## src/rtl/mem_arbiter_if.sv

```systemverilog
// Bus bundle between the core's fetch/data ports, the arbiter and a single-port memory.
// The arbiter takes the slave view; the environment (core + memory) takes the master view.
interface mem_arbiter_if;
    // Instruction-fetch port
    logic        i_req;
    logic [31:0] i_addr;
    logic        i_gnt;
    logic        i_rvalid;
    logic [31:0] i_rdata;
    logic        i_err;

    // Data port
    logic        d_req;
    logic        d_we;
    logic [31:0] d_addr;
    logic [31:0] d_wdata;
    logic [3:0]  d_be;
    logic        d_gnt;
    logic        d_rvalid;
    logic [31:0] d_rdata;

    // Memory side
    logic        m_en;
    logic        m_we;
    logic [3:0]  m_be;
    logic [29:0] m_addr;
    logic [31:0] m_wdata;
    logic [31:0] m_rdata;
    logic        m_ready;

    modport slave (
        input  i_req, i_addr, d_req, d_we, d_addr, d_wdata, d_be, m_rdata, m_ready,
        output i_gnt, i_rvalid, i_rdata, i_err, d_gnt, d_rvalid, d_rdata,
        output m_en, m_we, m_be, m_addr, m_wdata
    );

    modport master (
        output i_req, i_addr, d_req, d_we, d_addr, d_wdata, d_be, m_rdata, m_ready,
        input  i_gnt, i_rvalid, i_rdata, i_err, d_gnt, d_rvalid, d_rdata,
        input  m_en, m_we, m_be, m_addr, m_wdata
    );
endinterface

```

## src/rtl/mem_arbiter.sv

```systemverilog
// Two-port (fetch/data) arbiter onto one single-port memory with a one-cycle read latency.
// Data wins by default; a pending fetch is forced through after MAX_D_STREAK data grants.
module mem_arbiter #(
    parameter int unsigned MAX_D_STREAK = 4
) (
    input logic         clk,
    input logic         rst_n,
    mem_arbiter_if.slave bus
);

    localparam int unsigned StreakW = $clog2(MAX_D_STREAK + 1);
    localparam logic [StreakW-1:0] StreakMax = StreakW'(MAX_D_STREAK);
    localparam logic PortI = 1'b0;
    localparam logic PortD = 1'b1;

    logic [StreakW-1:0] d_streak_q, d_streak_d;
    logic               rsp_valid_q, rsp_valid_d;
    logic               rsp_port_q, rsp_port_d;
    logic               rsp_err_q, rsp_err_d;

    logic i_gnt, d_gnt, d_sel, i_misaligned, d_store_empty;

    // Byte-offset bits of the data address carry no meaning for a word memory.
    logic unused_d_addr_lsb;
    assign unused_d_addr_lsb = ^bus.d_addr[1:0];

    // Grant selection; grants are also held off while reset is asserted.
    always_comb begin
        i_misaligned  = bus.i_addr[1:0] != 2'b00;
        d_store_empty = bus.d_we && (bus.d_be == 4'b0000);
        d_sel         = bus.d_req && !(bus.i_req && (d_streak_q == StreakMax));
        d_gnt         = rst_n && bus.m_ready && d_sel;
        i_gnt         = rst_n && bus.m_ready && !d_sel && bus.i_req;
        bus.d_gnt     = d_gnt;
        bus.i_gnt     = i_gnt;
    end

    // Memory strobe and payload come straight from whichever port is granted.
    always_comb begin
        bus.m_en    = 1'b0;
        bus.m_we    = 1'b0;
        bus.m_be    = 4'b0000;
        bus.m_addr  = '0;
        bus.m_wdata = '0;
        if (d_gnt) begin
            // A store with no enabled lanes is accepted but never touches memory.
            bus.m_en    = !d_store_empty;
            bus.m_we    = bus.d_we;
            bus.m_be    = bus.d_we ? bus.d_be : 4'b1111;
            bus.m_addr  = bus.d_addr[31:2];
            bus.m_wdata = bus.d_wdata;
        end else if (i_gnt) begin
            // Misaligned fetches are accepted and answered with an error, no access.
            bus.m_en    = !i_misaligned;
            bus.m_be    = 4'b1111;
            bus.m_addr  = bus.i_addr[31:2];
        end
    end

    // Data streak counts data grants that jumped ahead of a waiting fetch.
    always_comb begin
        d_streak_d = d_streak_q;
        if (!bus.i_req || i_gnt) begin
            d_streak_d = '0;
        end else if (d_gnt && (d_streak_q != StreakMax)) begin
            d_streak_d = d_streak_q + 1'b1;
        end
    end

    // Response tracker: remembers which port owns next cycle's read data.
    always_comb begin
        rsp_valid_d = i_gnt || (d_gnt && !bus.d_we);
        rsp_port_d  = d_gnt ? PortD : PortI;
        rsp_err_d   = i_gnt && i_misaligned;
    end

    // Response outputs decoded from the tracker; a fetch error returns zero data.
    always_comb begin
        bus.i_rvalid = rsp_valid_q && (rsp_port_q == PortI);
        bus.i_err    = rsp_valid_q && (rsp_port_q == PortI) && rsp_err_q;
        bus.i_rdata  = rsp_err_q ? 32'h0 : bus.m_rdata;
        bus.d_rvalid = rsp_valid_q && (rsp_port_q == PortD);
        bus.d_rdata  = bus.m_rdata;
    end

    // State registers; reset drops any in-flight response.
    always_ff @(posedge clk or negedge rst_n) begin
        if (!rst_n) begin
            d_streak_q  <= '0;
            rsp_valid_q <= 1'b0;
            rsp_port_q  <= PortI;
            rsp_err_q   <= 1'b0;
        end else begin
            d_streak_q  <= d_streak_d;
            rsp_valid_q <= rsp_valid_d;
            rsp_port_q  <= rsp_port_d;
            rsp_err_q   <= rsp_err_d;
        end
    end

endmodule

```

## src/flat_wrapper.sv

```systemverilog
// flat-port wrapper written by rule: the top's interface ports become plain ports
module mem_arbiter_flat 
#(
    parameter int unsigned MAX_D_STREAK = 4
)
  (clk, rst_n, bus_i_req, bus_i_addr, bus_d_req, bus_d_we, bus_d_addr, bus_d_wdata, bus_d_be, bus_m_rdata, bus_m_ready, bus_i_gnt, bus_i_rvalid, bus_i_rdata, bus_i_err, bus_d_gnt, bus_d_rvalid, bus_d_rdata, bus_m_en, bus_m_we, bus_m_be, bus_m_addr, bus_m_wdata);
  mem_arbiter_if bus_i ();
  input logic clk;
  input logic rst_n;
  input wire logic [$bits(bus_i.i_req)-1:0] bus_i_req;
  input wire logic [$bits(bus_i.i_addr)-1:0] bus_i_addr;
  input wire logic [$bits(bus_i.d_req)-1:0] bus_d_req;
  input wire logic [$bits(bus_i.d_we)-1:0] bus_d_we;
  input wire logic [$bits(bus_i.d_addr)-1:0] bus_d_addr;
  input wire logic [$bits(bus_i.d_wdata)-1:0] bus_d_wdata;
  input wire logic [$bits(bus_i.d_be)-1:0] bus_d_be;
  input wire logic [$bits(bus_i.m_rdata)-1:0] bus_m_rdata;
  input wire logic [$bits(bus_i.m_ready)-1:0] bus_m_ready;
  output wire logic [$bits(bus_i.i_gnt)-1:0] bus_i_gnt;
  output wire logic [$bits(bus_i.i_rvalid)-1:0] bus_i_rvalid;
  output wire logic [$bits(bus_i.i_rdata)-1:0] bus_i_rdata;
  output wire logic [$bits(bus_i.i_err)-1:0] bus_i_err;
  output wire logic [$bits(bus_i.d_gnt)-1:0] bus_d_gnt;
  output wire logic [$bits(bus_i.d_rvalid)-1:0] bus_d_rvalid;
  output wire logic [$bits(bus_i.d_rdata)-1:0] bus_d_rdata;
  output wire logic [$bits(bus_i.m_en)-1:0] bus_m_en;
  output wire logic [$bits(bus_i.m_we)-1:0] bus_m_we;
  output wire logic [$bits(bus_i.m_be)-1:0] bus_m_be;
  output wire logic [$bits(bus_i.m_addr)-1:0] bus_m_addr;
  output wire logic [$bits(bus_i.m_wdata)-1:0] bus_m_wdata;
  assign bus_i.i_req = bus_i_req;
  assign bus_i.i_addr = bus_i_addr;
  assign bus_i.d_req = bus_d_req;
  assign bus_i.d_we = bus_d_we;
  assign bus_i.d_addr = bus_d_addr;
  assign bus_i.d_wdata = bus_d_wdata;
  assign bus_i.d_be = bus_d_be;
  assign bus_i.m_rdata = bus_m_rdata;
  assign bus_i.m_ready = bus_m_ready;
  assign bus_i_gnt = bus_i.i_gnt;
  assign bus_i_rvalid = bus_i.i_rvalid;
  assign bus_i_rdata = bus_i.i_rdata;
  assign bus_i_err = bus_i.i_err;
  assign bus_d_gnt = bus_i.d_gnt;
  assign bus_d_rvalid = bus_i.d_rvalid;
  assign bus_d_rdata = bus_i.d_rdata;
  assign bus_m_en = bus_i.m_en;
  assign bus_m_we = bus_i.m_we;
  assign bus_m_be = bus_i.m_be;
  assign bus_m_addr = bus_i.m_addr;
  assign bus_m_wdata = bus_i.m_wdata;
  mem_arbiter #(.MAX_D_STREAK(MAX_D_STREAK)) u_core (.clk(clk), .rst_n(rst_n), .bus(bus_i));
endmodule
```

## config.mk

```make
export PLATFORM = sky130hd
export DESIGN_NAME = mem_arbiter_flat
export DESIGN_NICKNAME = d
export VERILOG_FILES = /design/src/rtl/mem_arbiter_if.sv /design/src/rtl/mem_arbiter.sv /design/src/flat_wrapper.sv
export SDC_FILE = /design/constraint.sdc
export NUM_CORES = 1
export LEC_CHECK = 0
export CORE_AREA = 2 2 106 108
export DETAILED_ROUTE_END_ITERATION = 8
export DIE_AREA = 0 0 108 110
export PLACE_DENSITY = 0.63
export RECOVER_POWER = 25
export SYNTH_ARGS = -nofsm -noshare
export SYNTH_HDL_FRONTEND = slang
export SYNTH_SLANG_ARGS = --single-unit
```

## constraint.sdc

```tcl
create_clock -name clk -period 2.74 [get_ports clk]
set_input_delay 0.274 -clock clk [delete_from_list [all_inputs] [get_ports clk]]
set_output_delay 0.274 -clock clk [all_outputs]
set_load 0.03 [all_outputs]
```

==> impl_metrics.csv, run 1 <==
group,metric,value,unit
timing,worst_pin_slew,426,ps
synth,synthTopCellsByArea,"sky130_fd_sc_hd__a22o_1 18%, sky130_fd_sc_hd__buf_4 17%, sky130_fd_sc_hd__nor2b_1 16%",
layout,area_delta_synth_final,188,%
synth,yosys.area_share.adder,1.74,%
layout,layout.cells.most_common,"sky130_fd_sc_hd__clkdlybuf4s50_1",
clocking,cts-buffers-inserted,3,
power_and_ir_drop,peakVddDrop,0.0000793,V
detailed_routing,drt.antenna.violating_nets,0,
timing,post-route-min-period,2450,ps
clocking,clk_root_buf,"sky130_fd_sc_hd__clkbuf_8",
layout,fin_area,4140,um^2
synth,synth_fp_nets,326,
clocking,cts_buffer_depth,2,
synth,muxShareOfSynthArea,0,%
layout,drive_gt1_share,18.5,%
timing,tns,0,ps
clocking,insertion_delay,220,ps
grt,gr-total-overflow,0,
synth,synth.avg_cell_area,7.74,um^2
synth,synthDominantCellAreaShare,18.3,%
synth,post_synth_num_cell_types,31,
clocking,postCtsResizedCells,0,
worst_setup_path,worst_r2r_path_depth,5,
die,die_area,11900,um^2
layout,n_fill_cell,1086,
layout,top_library_cells_by_usage_in_the_layout_fill_and_taps_aside,"181 x sky130_fd_sc_hd__clkdlybuf4s50_1, 49 x sky130_fd_sc_hd__buf_4, 36 x sky130_fd_sc_hd__nor2b_1, 35 x sky130_fd_sc_hd__and2_1, 30 x sky130_fd_sc_hd__a22o_1",
placement,buffer_ports.inserted,272,
worst_setup_path,worstPathRequired,2470,ps
detailed_routing,wl_per_cell,14.2,um
detailed_routing,route.vias.total,2194,
clocking,cts_htree_levels,1,
detailed_routing,drt_first_iter_violations,65,
worst_setup_path,rr_startpoint,"u_core.d_streak_q[0]$_DFFE_PN0P_",
clocking,cts-hold-fix-buffers,0,
power_and_ir_drop,power-per-cell-area,215,nW/um^2
synth,synth.yosys.seq_area_share,10.4,%
worst_setup_path,critPathMaxFanout,9,
detailed_routing,vias_per_cell,3.91,
run,timing.max_cap.violations,0,
timing,report.final.hold_viol_count,0,
synth,synthesis.yosys.warnings,0,
grt,grt_max_degree,34,
layout,final_cell_count_without_fillers,561,
grt,vias_in_the_first_global_route,2088,
clocking,cts_tree,"yes",
clocking,clock_pin_slew_on_the_worst_setup_and_hold_paths,40,ps
synth,synth_area_leader_cell,"sky130_fd_sc_hd__a22o_1",
die,die_w,108,um
placement,hpwl,7430,um
layout,ff_latch_area,150,um^2
die,core.rowCount,38,
worst_setup_path,critical_path.reg2reg.endpoint,"u_core.d_streak_q[1]$_DFFE_PN0P_",
worst_setup_path,worst-setup-path-type,"reg -> out",
synth,synth_top_family_by_area,"simple AND/OR/NAND/NOR gates",
layout,antenna_cells,0,
layout,multi_input_comb_area,910,um^2
timing,hold_ws,516,ps
outcome,run_status,"finished, final reports clean",
worst_setup_path,timing.critical_path.arrival,2180,ps
timing,report.final.slew_viol_count,0,
grt,grt_usage,11.7,%
worst_setup_path,setup.worst_path.start,"u_core.d_streak_q[0]$_DFFE_PN0P_",
layout,utilization,38.7,%
timing,final_min_period_over_clock_period,89.5,%
synth,postSynthCellCount,186,
timing,max_slew_margin,71.6,%
clocking,cts.repair_timing.setup_buffer_count,0,
synth,compound_cell_area_share_of_the_yosys_netlist,23.4,%
synth,xor_xnor_share_of_the_synthesized_area,0,%
power_and_ir_drop,design_power_total,0.892,mW
placement,place.gp.congestion,0.798,
synth,synth_area,1440,um^2
die,die_y,110,um
grt,wire_length_of_the_first_global_routing_pass,10900,um
clocking,numClockSinks,6,
layout,fin_nets,563,
worst_setup_path,crit_path_end_kind,"primary output",
timing,finClkSkew,2.37,ps
grt,initial_antenna_violation_count,0,
die,design.portCount,275,
synth,synth_simple_gate_area_share,38.1,%
detailed_routing,residual_drc_count,0,
detailed_routing,wirelength,7950,um
worst_setup_path,r2r_slack,1230,ps
synth,synth-seq-cells,6,
worst_setup_path,critPathCapture,"bus_m_en",
power_and_ir_drop,static-leakage-power,1.75,nW
timing,fmax,0.408,GHz
die,core,10700,um^2
die,initial_utilization,13.5,%
worst_setup_path,type_of_origin_of_the_critical_path,"flop",
placement,dp_cells,558,
timing,final_setup_margin,288,ps
placement,detailed_place.area,4100,um^2
timing,rsz0062_at_grt,"false",
timing,finalSetupViolations,0,
placement,placement.setup.worst_slack,346,ps
worst_hold_path,worstHoldPathType,"in -> async",
detailed_routing,iteration_count_of_the_initial_detailed_routing_pass,3,
==> cells by family (layout without fill, tap and decap cells) <==
| logic type | Yosys count | after routing |
|---|---|---|
| compound gates | 41 | 41 |
| flops | 6 | 6 |
| fa+ha+maj | 2 | 2 |
| simple gates | 87 | 87 |
| buf+inv | 50 | 285 |
==> cells in the mapped netlist <==
cell type	n
sky130_fd_sc_hd__nor2b_1	36
sky130_fd_sc_hd__and2_1	35
sky130_fd_sc_hd__buf_4	32
sky130_fd_sc_hd__a22o_1	30
sky130_fd_sc_hd__buf_6	9
sky130_fd_sc_hd__dfrtp_1	6
sky130_fd_sc_hd__o21ai_0	5
sky130_fd_sc_hd__clkbuf_1	3
sky130_fd_sc_hd__inv_1	3
sky130_fd_sc_hd__nor2_1	3
sky130_fd_sc_hd__ha_1	2
sky130_fd_sc_hd__nand2_1	2
sky130_fd_sc_hd__nand3_1	2
sky130_fd_sc_hd__a21bo_2	1
sky130_fd_sc_hd__a21boi_0	1
sky130_fd_sc_hd__a21boi_1	1
sky130_fd_sc_hd__a21o_1	1
sky130_fd_sc_hd__and2_2	1
sky130_fd_sc_hd__buf_2	1
sky130_fd_sc_hd__inv_2	1
sky130_fd_sc_hd__inv_4	1
sky130_fd_sc_hd__nand2b_1	1
sky130_fd_sc_hd__nand3_2	1
sky130_fd_sc_hd__nand3_4	1
sky130_fd_sc_hd__nor3_1	1
sky130_fd_sc_hd__nor3b_1	1
sky130_fd_sc_hd__nor4_1	1
sky130_fd_sc_hd__o21a_1	1
sky130_fd_sc_hd__o2bb2ai_1	1
sky130_fd_sc_hd__or3_1	1
sky130_fd_sc_hd__or3b_2	1
==> per-layer routing <==
layer  part of all wire, %  track usage (%)
met5                     0                0
met4                  0.63             2.47
met3                    12             2.76
met2                    56             24.9
met1                    32             11.2
==> worst min path at each step <==
| stage | from | endpoint | depth (start not counted) |
|---|---|---|---|
| after CTS | rst_n | u_core.d_streak_q[2]$_DFFE_PN0P_ | 2 |
| final | rst_n | u_core.d_streak_q[2]$_DFFE_PN0P_ | 2 |
| after global routing | rst_n | u_core.d_streak_q[2]$_DFFE_PN0P_ | 2 |
| after global placement | u_core.d_streak_q[1]$_DFFE_PN0P_ | u_core.d_streak_q[1]$_DFFE_PN0P_ | 2 |
| after detailed placement | u_core.d_streak_q[1]$_DFFE_PN0P_ | u_core.d_streak_q[1]$_DFFE_PN0P_ | 2 |
| after floorplan | rst_n | u_core.d_streak_q[0]$_DFFE_PN0P_ | 0 |
==> registers in the layout, indices dropped and copies added (netlist names) <==
name                count
u_core.rsp_port_q       1
u_core.rsp_err_q        1
u_core.d_streak_q       3
u_core.rsp_valid_q      1
==> where the power goes <==
| group | internal, mW | leakage [nW] | switching (mW) |
|---|---|---|---|
| sequential | 0.0916 | 0.0822 | 0.00115 |
| combinational | 0.361 | 1.65 | 0.307 |
| clock | 0.0943 | 0.0216 | 0.0374 |
==> cell type report <==
class	instances	share of cell area [%]
repair buffers	277	68.7
clock buffers	3	0.997
inverters	5	0.514
multi-input cells	130	22.0
well taps	140	4.23
flip-flops and latches	6	3.63
==> critical path, cell delays in order (launching register included) <==
cell and delay (ps):
sky130_fd_sc_hd__dfrtp_1 390, sky130_fd_sc_hd__inv_1 90, sky130_fd_sc_hd__ha_1 190, sky130_fd_sc_hd__a21bo_1 200, sky130_fd_sc_hd__nand3_4 130, sky130_fd_sc_hd__inv_4 130
sky130_fd_sc_hd__o2bb2ai_1 120, sky130_fd_sc_hd__clkdlybuf4s50_1 700
(Power assumes the default switching activity.)
==> run 2: changes to the inputs <==
--- a/config.mk
+++ b/config.mk
@@ -5,11 +5,13 @@
 export SDC_FILE = /design/constraint.sdc
 export NUM_CORES = 1
 export LEC_CHECK = 0
+export ABC_CLOCK_PERIOD_IN_PS = 2740
 export CORE_AREA = 2 2 106 108
 export DETAILED_ROUTE_END_ITERATION = 8
 export DIE_AREA = 0 0 108 110
 export PLACE_DENSITY = 0.63
 export RECOVER_POWER = 25
+export SKIP_LAST_GASP = 1
 export SYNTH_ARGS = -nofsm -noshare
 export SYNTH_HDL_FRONTEND = slang
 export SYNTH_SLANG_ARGS = --single-unit
==> results of run 2 <==
No change in the layout: final DEF, timing and power equal those of run 1.
